File: src/rtl/project_pkg.sv
`default_nettype none
// ============================================================================
// project_pkg : shared state types and default SRAM bus widths for the top
// Revision 1.0
// ============================================================================
package project_pkg;

    localparam int DEFAULT_ADDR_W = 18;
    localparam int DEFAULT_DATA_W = 16;

    typedef enum logic [1:0] {
        S_TOP_IDLE,
        S_TOP_UART_RX,
        S_TOP_DECODE,
        S_TOP_DISPLAY
    } top_state_e;

    typedef enum logic [2:0] {
        S_IDLE,
        S_DELAY,
        S_LAUNCH,
        S_RUN,
        S_NEXT,
        S_DISPLAY,
        S_ERROR
    } seq_state_e;

    typedef enum logic [1:0] {
        OWNER_IDLE,
        OWNER_CLIENT,
        OWNER_DISPLAY
    } sram_owner_e;

    function automatic logic [7:0] phase_onehot(input logic [2:0] idx);
        return 8'b0000_0001 << idx;
    endfunction

endpackage
`default_nettype wire

File: src/rtl/sram_client_mux.sv
`default_nettype none
// ============================================================================
// sram_client_mux : N-to-1 SRAM port select with display and forced-idle modes
// Revision 1.0
// ============================================================================
module sram_client_mux
    import project_pkg::*;
#(
    parameter int NUM_CLIENTS = 3,
    parameter int ADDR_W      = DEFAULT_ADDR_W,
    parameter int DATA_W      = DEFAULT_DATA_W
) (
    input  sram_owner_e                     owner_i,
    input  logic [2:0]                      sel_i,
    input  logic [NUM_CLIENTS*ADDR_W-1:0]   client_address_i,
    input  logic [NUM_CLIENTS*DATA_W-1:0]   client_write_data_i,
    input  logic [NUM_CLIENTS-1:0]          client_we_n_i,
    input  logic [ADDR_W-1:0]               display_address_i,
    output logic [ADDR_W-1:0]               sram_address_o,
    output logic [DATA_W-1:0]               sram_write_data_o,
    output logic                            sram_we_n_o
);

    always_comb begin
        sram_address_o    = '0;
        sram_write_data_o = '0;
        sram_we_n_o       = 1'b1;
        case (owner_i)
            OWNER_CLIENT: begin
                for (int i = 0; i < NUM_CLIENTS; i++) begin
                    if (sel_i == 3'(i)) begin
                        sram_address_o    = client_address_i[i*ADDR_W +: ADDR_W];
                        sram_write_data_o = client_write_data_i[i*DATA_W +: DATA_W];
                        sram_we_n_o       = client_we_n_i[i];
                    end
                end
            end
            // The VGA reader only ever reads, so writes stay blocked.
            OWNER_DISPLAY: sram_address_o = display_address_i;
            default: ;
        endcase
    end

endmodule
`default_nettype wire

File: src/rtl/sram_phase_sequencer.sv
`default_nettype none
// ============================================================================
// sram_phase_sequencer : runs NUM_PHASES SRAM clients in order, then the display.
// Optional watchdog per phase when PHASE_TIMEOUT_EN is defined. Revision 1.0
// ============================================================================
module sram_phase_sequencer
    import project_pkg::*;
#(
    parameter int NUM_PHASES     = 3,
    parameter int ADDR_W         = DEFAULT_ADDR_W,
    parameter int DATA_W         = DEFAULT_DATA_W,
    parameter int START_DELAY    = 10,
    parameter int TIMEOUT_CYCLES = 50_000_000
) (
    input  logic                           CLOCK_50_I,
    input  logic                           resetn,
    input  logic                           go,
    input  logic [NUM_PHASES-1:0]          phase_done,
    input  logic [NUM_PHASES*ADDR_W-1:0]   client_address,
    input  logic [NUM_PHASES*DATA_W-1:0]   client_write_data,
    input  logic [NUM_PHASES-1:0]          client_we_n,
    input  logic [ADDR_W-1:0]              display_address,
    output logic [NUM_PHASES-1:0]          phase_start,
    output logic [ADDR_W-1:0]              SRAM_address,
    output logic [DATA_W-1:0]              SRAM_write_data,
    output logic                           SRAM_we_n,
    output logic                           display_enable,
    output logic                           busy,
    output logic [2:0]                     active_phase,
    output logic                           timeout_error
);

    seq_state_e              state_q;
    logic [7:0]              delay_q;
    logic [2:0]              phase_q;
    logic [2:0]              phase_next_d;
    logic [NUM_PHASES-1:0]   start_q;
    logic                    display_q;
    logic                    busy_q;
    logic                    w_done_sel;
    sram_owner_e             w_owner;

`ifdef PHASE_TIMEOUT_EN
    localparam int WD_W = (TIMEOUT_CYCLES > 2) ? $clog2(TIMEOUT_CYCLES) : 1;
    logic [WD_W-1:0]         wd_q;
    logic                    tmo_q;
`endif

    assign phase_next_d = phase_q + 3'd1;

    // Only the active client's done is looked at; the others are don't-care.
    always_comb begin
        w_done_sel = 1'b0;
        for (int i = 0; i < NUM_PHASES; i++) begin
            if (phase_q == 3'(i)) w_done_sel = phase_done[i];
        end
    end

    always_ff @(posedge CLOCK_50_I or negedge resetn) begin
        if (!resetn) begin
            state_q   <= S_IDLE;
            delay_q   <= '0;
            phase_q   <= '0;
            start_q   <= '0;
            display_q <= 1'b0;
            busy_q    <= 1'b0;
`ifdef PHASE_TIMEOUT_EN
            wd_q      <= '0;
            tmo_q     <= 1'b0;
`endif
        end else begin
            start_q <= '0;
            case (state_q)
                S_IDLE: begin
                    if (go) begin
                        state_q <= S_DELAY;
                        delay_q <= '0;
                        phase_q <= '0;
                        busy_q  <= 1'b1;
                    end
                end
                S_DELAY: begin
                    if (delay_q == 8'(START_DELAY)) begin
                        state_q <= S_LAUNCH;
                        start_q <= NUM_PHASES'(phase_onehot(phase_q));
                    end else begin
                        delay_q <= delay_q + 8'd1;
                    end
                end
                S_LAUNCH: begin
                    state_q <= S_RUN;
`ifdef PHASE_TIMEOUT_EN
                    wd_q    <= '0;
`endif
                end
                S_RUN: begin
                    // A done on the final watchdog cycle still counts as success.
                    if (w_done_sel) begin
                        state_q <= S_NEXT;
                    end
`ifdef PHASE_TIMEOUT_EN
                    else if (wd_q == WD_W'(TIMEOUT_CYCLES - 1)) begin
                        state_q <= S_ERROR;
                        tmo_q   <= 1'b1;
                        busy_q  <= 1'b0;
                    end else begin
                        wd_q    <= wd_q + 1'b1;
                    end
`endif
                end
                S_NEXT: begin
                    if (phase_q == 3'(NUM_PHASES - 1)) begin
                        state_q   <= S_DISPLAY;
                        display_q <= 1'b1;
                        busy_q    <= 1'b0;
                    end else begin
                        state_q <= S_LAUNCH;
                        phase_q <= phase_next_d;
                        start_q <= NUM_PHASES'(phase_onehot(phase_next_d));
                    end
                end
                S_DISPLAY, S_ERROR: begin
                    if (go) begin
                        state_q   <= S_DELAY;
                        delay_q   <= '0;
                        phase_q   <= '0;
                        display_q <= 1'b0;
                        busy_q    <= 1'b1;
`ifdef PHASE_TIMEOUT_EN
                        tmo_q     <= 1'b0;
`endif
                    end
                end
                default: state_q <= S_IDLE;
            endcase
        end
    end

`ifdef PHASE_TIMEOUT_EN
    assign timeout_error = tmo_q;
`else
    logic w_unused_timeout_cfg;
    assign w_unused_timeout_cfg = ^32'(TIMEOUT_CYCLES);
    assign timeout_error        = 1'b0;
`endif

    always_comb begin
        w_owner = OWNER_IDLE;
        case (state_q)
            S_LAUNCH, S_RUN: w_owner = OWNER_CLIENT;
            S_DISPLAY:       w_owner = OWNER_DISPLAY;
            default:         w_owner = OWNER_IDLE;
        endcase
    end

    sram_client_mux #(
        .NUM_CLIENTS (NUM_PHASES),
        .ADDR_W      (ADDR_W),
        .DATA_W      (DATA_W)
    ) u_sram_client_mux (
        .owner_i             (w_owner),
        .sel_i               (phase_q),
        .client_address_i    (client_address),
        .client_write_data_i (client_write_data),
        .client_we_n_i       (client_we_n),
        .display_address_i   (display_address),
        .sram_address_o      (SRAM_address),
        .sram_write_data_o   (SRAM_write_data),
        .sram_we_n_o         (SRAM_we_n)
    );

    assign phase_start    = start_q;
    assign display_enable = display_q;
    assign busy           = busy_q;
    assign active_phase   = phase_q;

endmodule
`default_nettype wire

File: config.mk
export PLATFORM = sky130hd
export DESIGN_NAME = sram_phase_sequencer
export DESIGN_NICKNAME = d
export VERILOG_FILES = /design/src/rtl/project_pkg.sv /design/src/rtl/sram_client_mux.sv /design/src/rtl/sram_phase_sequencer.sv
export SDC_FILE = /design/constraint.sdc
export NUM_CORES = 1
export LEC_CHECK = 0
export CAP_MARGIN = 20
export CORE_ASPECT_RATIO = 1.1
export CORE_MARGIN = 2
export CORE_UTILIZATION = 33
export CTS_CLUSTER_DIAMETER = 150
export DETAILED_ROUTE_END_ITERATION = 16
export GPL_TIMING_DRIVEN = 1
export PLACE_DENSITY = 0.8
export SETUP_SLACK_MARGIN = 0.3
export SKIP_CTS_REPAIR_TIMING = 1
export SLEW_MARGIN = 5
export SYNTH_ARGS = -nofsm -noshare
export SYNTH_HDL_FRONTEND = slang
export SYNTH_SLANG_ARGS = --single-unit
export TNS_END_PERCENT = 100
File: constraint.sdc
create_clock -name CLOCK_50_I -period 2.6 [get_ports CLOCK_50_I]
set_input_delay 0.26 -clock CLOCK_50_I [delete_from_list [all_inputs] [get_ports CLOCK_50_I]]
set_output_delay 0.26 -clock CLOCK_50_I [all_outputs]
set_load 0.005 [all_outputs]
==> flow_summary.yaml <==
run_status:
  status: "finished, final reports clean"
floorplan:
  start_util_pct: 34.1
  die_w_um: 80.1
  ios: 173
  die_area_um2: 7020
  core_area_um2: 6160
  die_h_um: 87.7
  row_count: 30
worst_setup_path:
  crit_type: "reg -> out"
  cp_cell_sequence: "inv_2, ha_4, nand2b_4, nor2_4, buf_4, buf_6, clkbuf_16, buf_4, a221o_1, o211ai_1, a21oi_1, clkbuf_2"
  crit_path_start: "active_phase[1]$_DFFE_PN0P_"
  worstPathRequired_ns: 2.34
  critPathLaunchType: "flip-flop"
  critPathArrivalTime_ns: 2.32
  slowest_delay_ns: 0.44
  critical-path-top-delay-family: "buffers and inverters"
  timing.rr.start: "active_phase[0]$_DFFE_PN0P_"
  worstPathMaxFanout: 5
  slowest_stage: "dfrtp_1"
  cpMostUsedCell: "buf_4"
  cp.buffers_inverters: 6
  critical_path.endpoint_type: "output port"
logic_synthesis:
  ys.warnings.count: 0
  synth.most_common_cell: "nand2_1"
  synth_top_area_share_pct: 22.6
  ys_top_cells_by_area: "dfrtp_1 (23%), a221o_1 (8.6%), o211ai_1 (6.8%), a221oi_1 (6.7%), nand2_1 (5.9%)"
  synthFlopType: "dfrtp_1"
  async_reset_ff_share_pct: 100
  synth_cell_types: 46
  synth_area_per_cell_um2: 7.67
  ys_top_cells_by_count: "nand2_1 (33), nor2_1 (27), a21oi_1 (23)"
  synth-seq-cells: 19
  syn_inst: 274
  syn_nets: 412
  synth_edf_count: 0
  yosysTopAreaCell: "dfrtp_1"
  netlist_area_um2: 2100
  seq_area_frac_synth_pct: 22.6
timing:
  setup-violations-final: 0
  skew_ns: 0.00386
  rsz0062_at_grt: "yes"
  layout_setup_ws_ns: 0.0212
  hold_viol: 0
  slew_violations: 0
  layout_min_cycle_time_ns: 2.58
  min_period_over_period_pct: 99.2
  tightest_slew_ns: 0.828
  fmax_mhz: 388
  max-slew-margin-rel_pct: 44.6
place:
  dp_slack_ns: 0.134
  port_buffers: 171
  dp_cells: 508
  dp_hpwl_um: 7370
  gp_congestion: 0.927
clocking:
  cts_buffers: 3
  cts.sinks: 19
  cts.clk_slew.worst_paths_ns: 0.07
  htreeDepth: 1
  clk_path_buf_depth: 2
  insertion_delay_ns: 0.26
  tritoncts: "built"
  root_buffer: "clkbuf_8"
pwr:
  ir_worst_vdd_uv: 720
  p_leak_nw: 2.01
  power-per-cell-area_nw_per_um2: 1140
layout:
  layout-drive-gt1-share_pct: 19.9
  diodes: 0
  area_growth_pct: 110
  fin_nets: 607
  final_cells: 548
detailed_routing:
  via_per_inst: 5.62
  drtPass1Iterations: 6
  remaining_drc_errors: 0
  detail-route-antenna-nets: 0
  wl_per_cell_um: 20.5
  routed_wl_um: 11200
  vias: 3080
  drtIter0Drc: 252
run:
  drv_cap: 0
global_route:
  grt_use_total_pct: 25.8
  grt_pass1_vias: 2765
  overflow: 0
  grt_pass1_wl_um: 14400
  grt_max_degree: 36
  antenna_found_initial: 0
hold_path:
  hold_path_class: "in -> async"
==> layer usage <==
layer | part of all wire (%) | wire length, um | vias to the layer above | track usage (%)
met5 | 0 | 0 | - | 0
met4 | 3.0 | 342 | 0 | 5.39
met3 | 11 | 1230 | 34 | 9.18
met2 | 49 | 5510 | 175 | 44.9
met1 | 37 | 4130 | 1436 | 30.6
li1 | - | - | 1435 | -
==> cell families after synthesis <==
logic type	Yosys count	synth area share, %
XOR/XNOR	7	2.92
AND/OR/NAND/NOR	103	25.0
buffers and inverters	34	6.49
AO/OA/AOI/OAI	98	35.9
other	1	0.178
multiplexers	3	1.55
adder cells (fa/ha/maj)	9	5.36
flip-flops	19	22.6
==> where the power goes <==
group / total, mW / internal, mW / switching (mW)
clock: 0.207 / 0.107 / 0.100
sequential: 0.462 / 0.370 / 0.0917
combinational: 4.35 / 2.44 / 1.92
total: 5.02 / 2.91 / 2.11
==> state kept, by name, summed over array words and instances (netlist names) <==
name,count
delay_q,8
active_phase,3
phase_start,3
state_q,3
busy,1
display_enable,1
==> layout by cell type (no fill, tap or decap), types with 2 or more instances in the layout <==
cell	count
nand4_1	5
dfrtp_2	2
a22o_1	2
nor2b_4	2
nor3b_1	15
a221oi_1	15
clkbuf_2	10
buf_6	8
buf_12	7
nand2b_1	2
o211ai_1	19
ha_4	2
nor3b_2	2
dlymetal6s2s_1	15
a31oi_1	3
buf_4	28
a211o_1	2
clkbuf_16	4
buf_2	9
o21ai_0	5
ha_1	5
ha_2	2
nand2_1	33
nor3_1	2
clkdlybuf4s50_1	137
nor2_1	26
xor2_1	6
a211oi_1	2
a21oi_1	23
clkbuf_8	3
inv_1	5
and3_1	2
nand3_1	3
dfrtp_1	17
a221o_1	18
==> worst reg2reg max path, delay by kind of cell (launching register included) <==
| family | cells | cell delay (ns) |
|---|---|---|
| AOI/OAI and AO/OA | 3 | 0.84 |
| adders and majority gates | 1 | 0.17 |
| buffers and inverters | 3 | 0.39 |
| DFF | 1 | 0.42 |
| muxes | 1 | 0.32 |
| and+or+nand+nor | 1 | 0.15 |
==> final timing paths <==
kind | end | slack (ns) | depth (start not counted)
max in group asynchronous | active_phase[2]$_DFFE_PN0P_ | 1.55 | 1
worst max-delay path | SRAM_address[4] | 0.02 | 12
worst min-delay path | delay_q[4]$_DFFE_PN0P_ | 0.47 | 1
worst min register to register | display_enable$_DFFE_PN0P_ | 0.51 | 2
min in group CLOCK_50_I | display_enable$_DFFE_PN0P_ | 0.51 | 2
worst max register to register | state_q[1]$_DFFE_PN0P_ | 0.18 | 9
==> final cells by class <==
type | instances | area, um2
Fill cell | 441 | 1740
Tap cell | 80 | 100
Sequential cell | 19 | 478
Inverter | 6 | 22.5
Clock buffer | 3 | 41.3
Clock inverter | 1 | 5.00
Multi-Input combinational cell | 221 | 1580
Timing Repair Buffer | 218 | 2190
==> through the flow <==
stage	cell area (um2)	utilization [%]	setup TNS, ns	hold slack, ns	power [mW]
global placement	3940	64.0	0	0.485	3.56
CTS	3990	64.8	-2.93	0.514	3.83
finish	4420	71.8	0	0.475	5.02
global route	4420	71.8	-0.162	0.560	5.30
floorplan	2100	-	0	-0.0356	2.21
detailed placement	3940	64.0	0	0.497	3.60
Power figures use the tool's default switching activity.
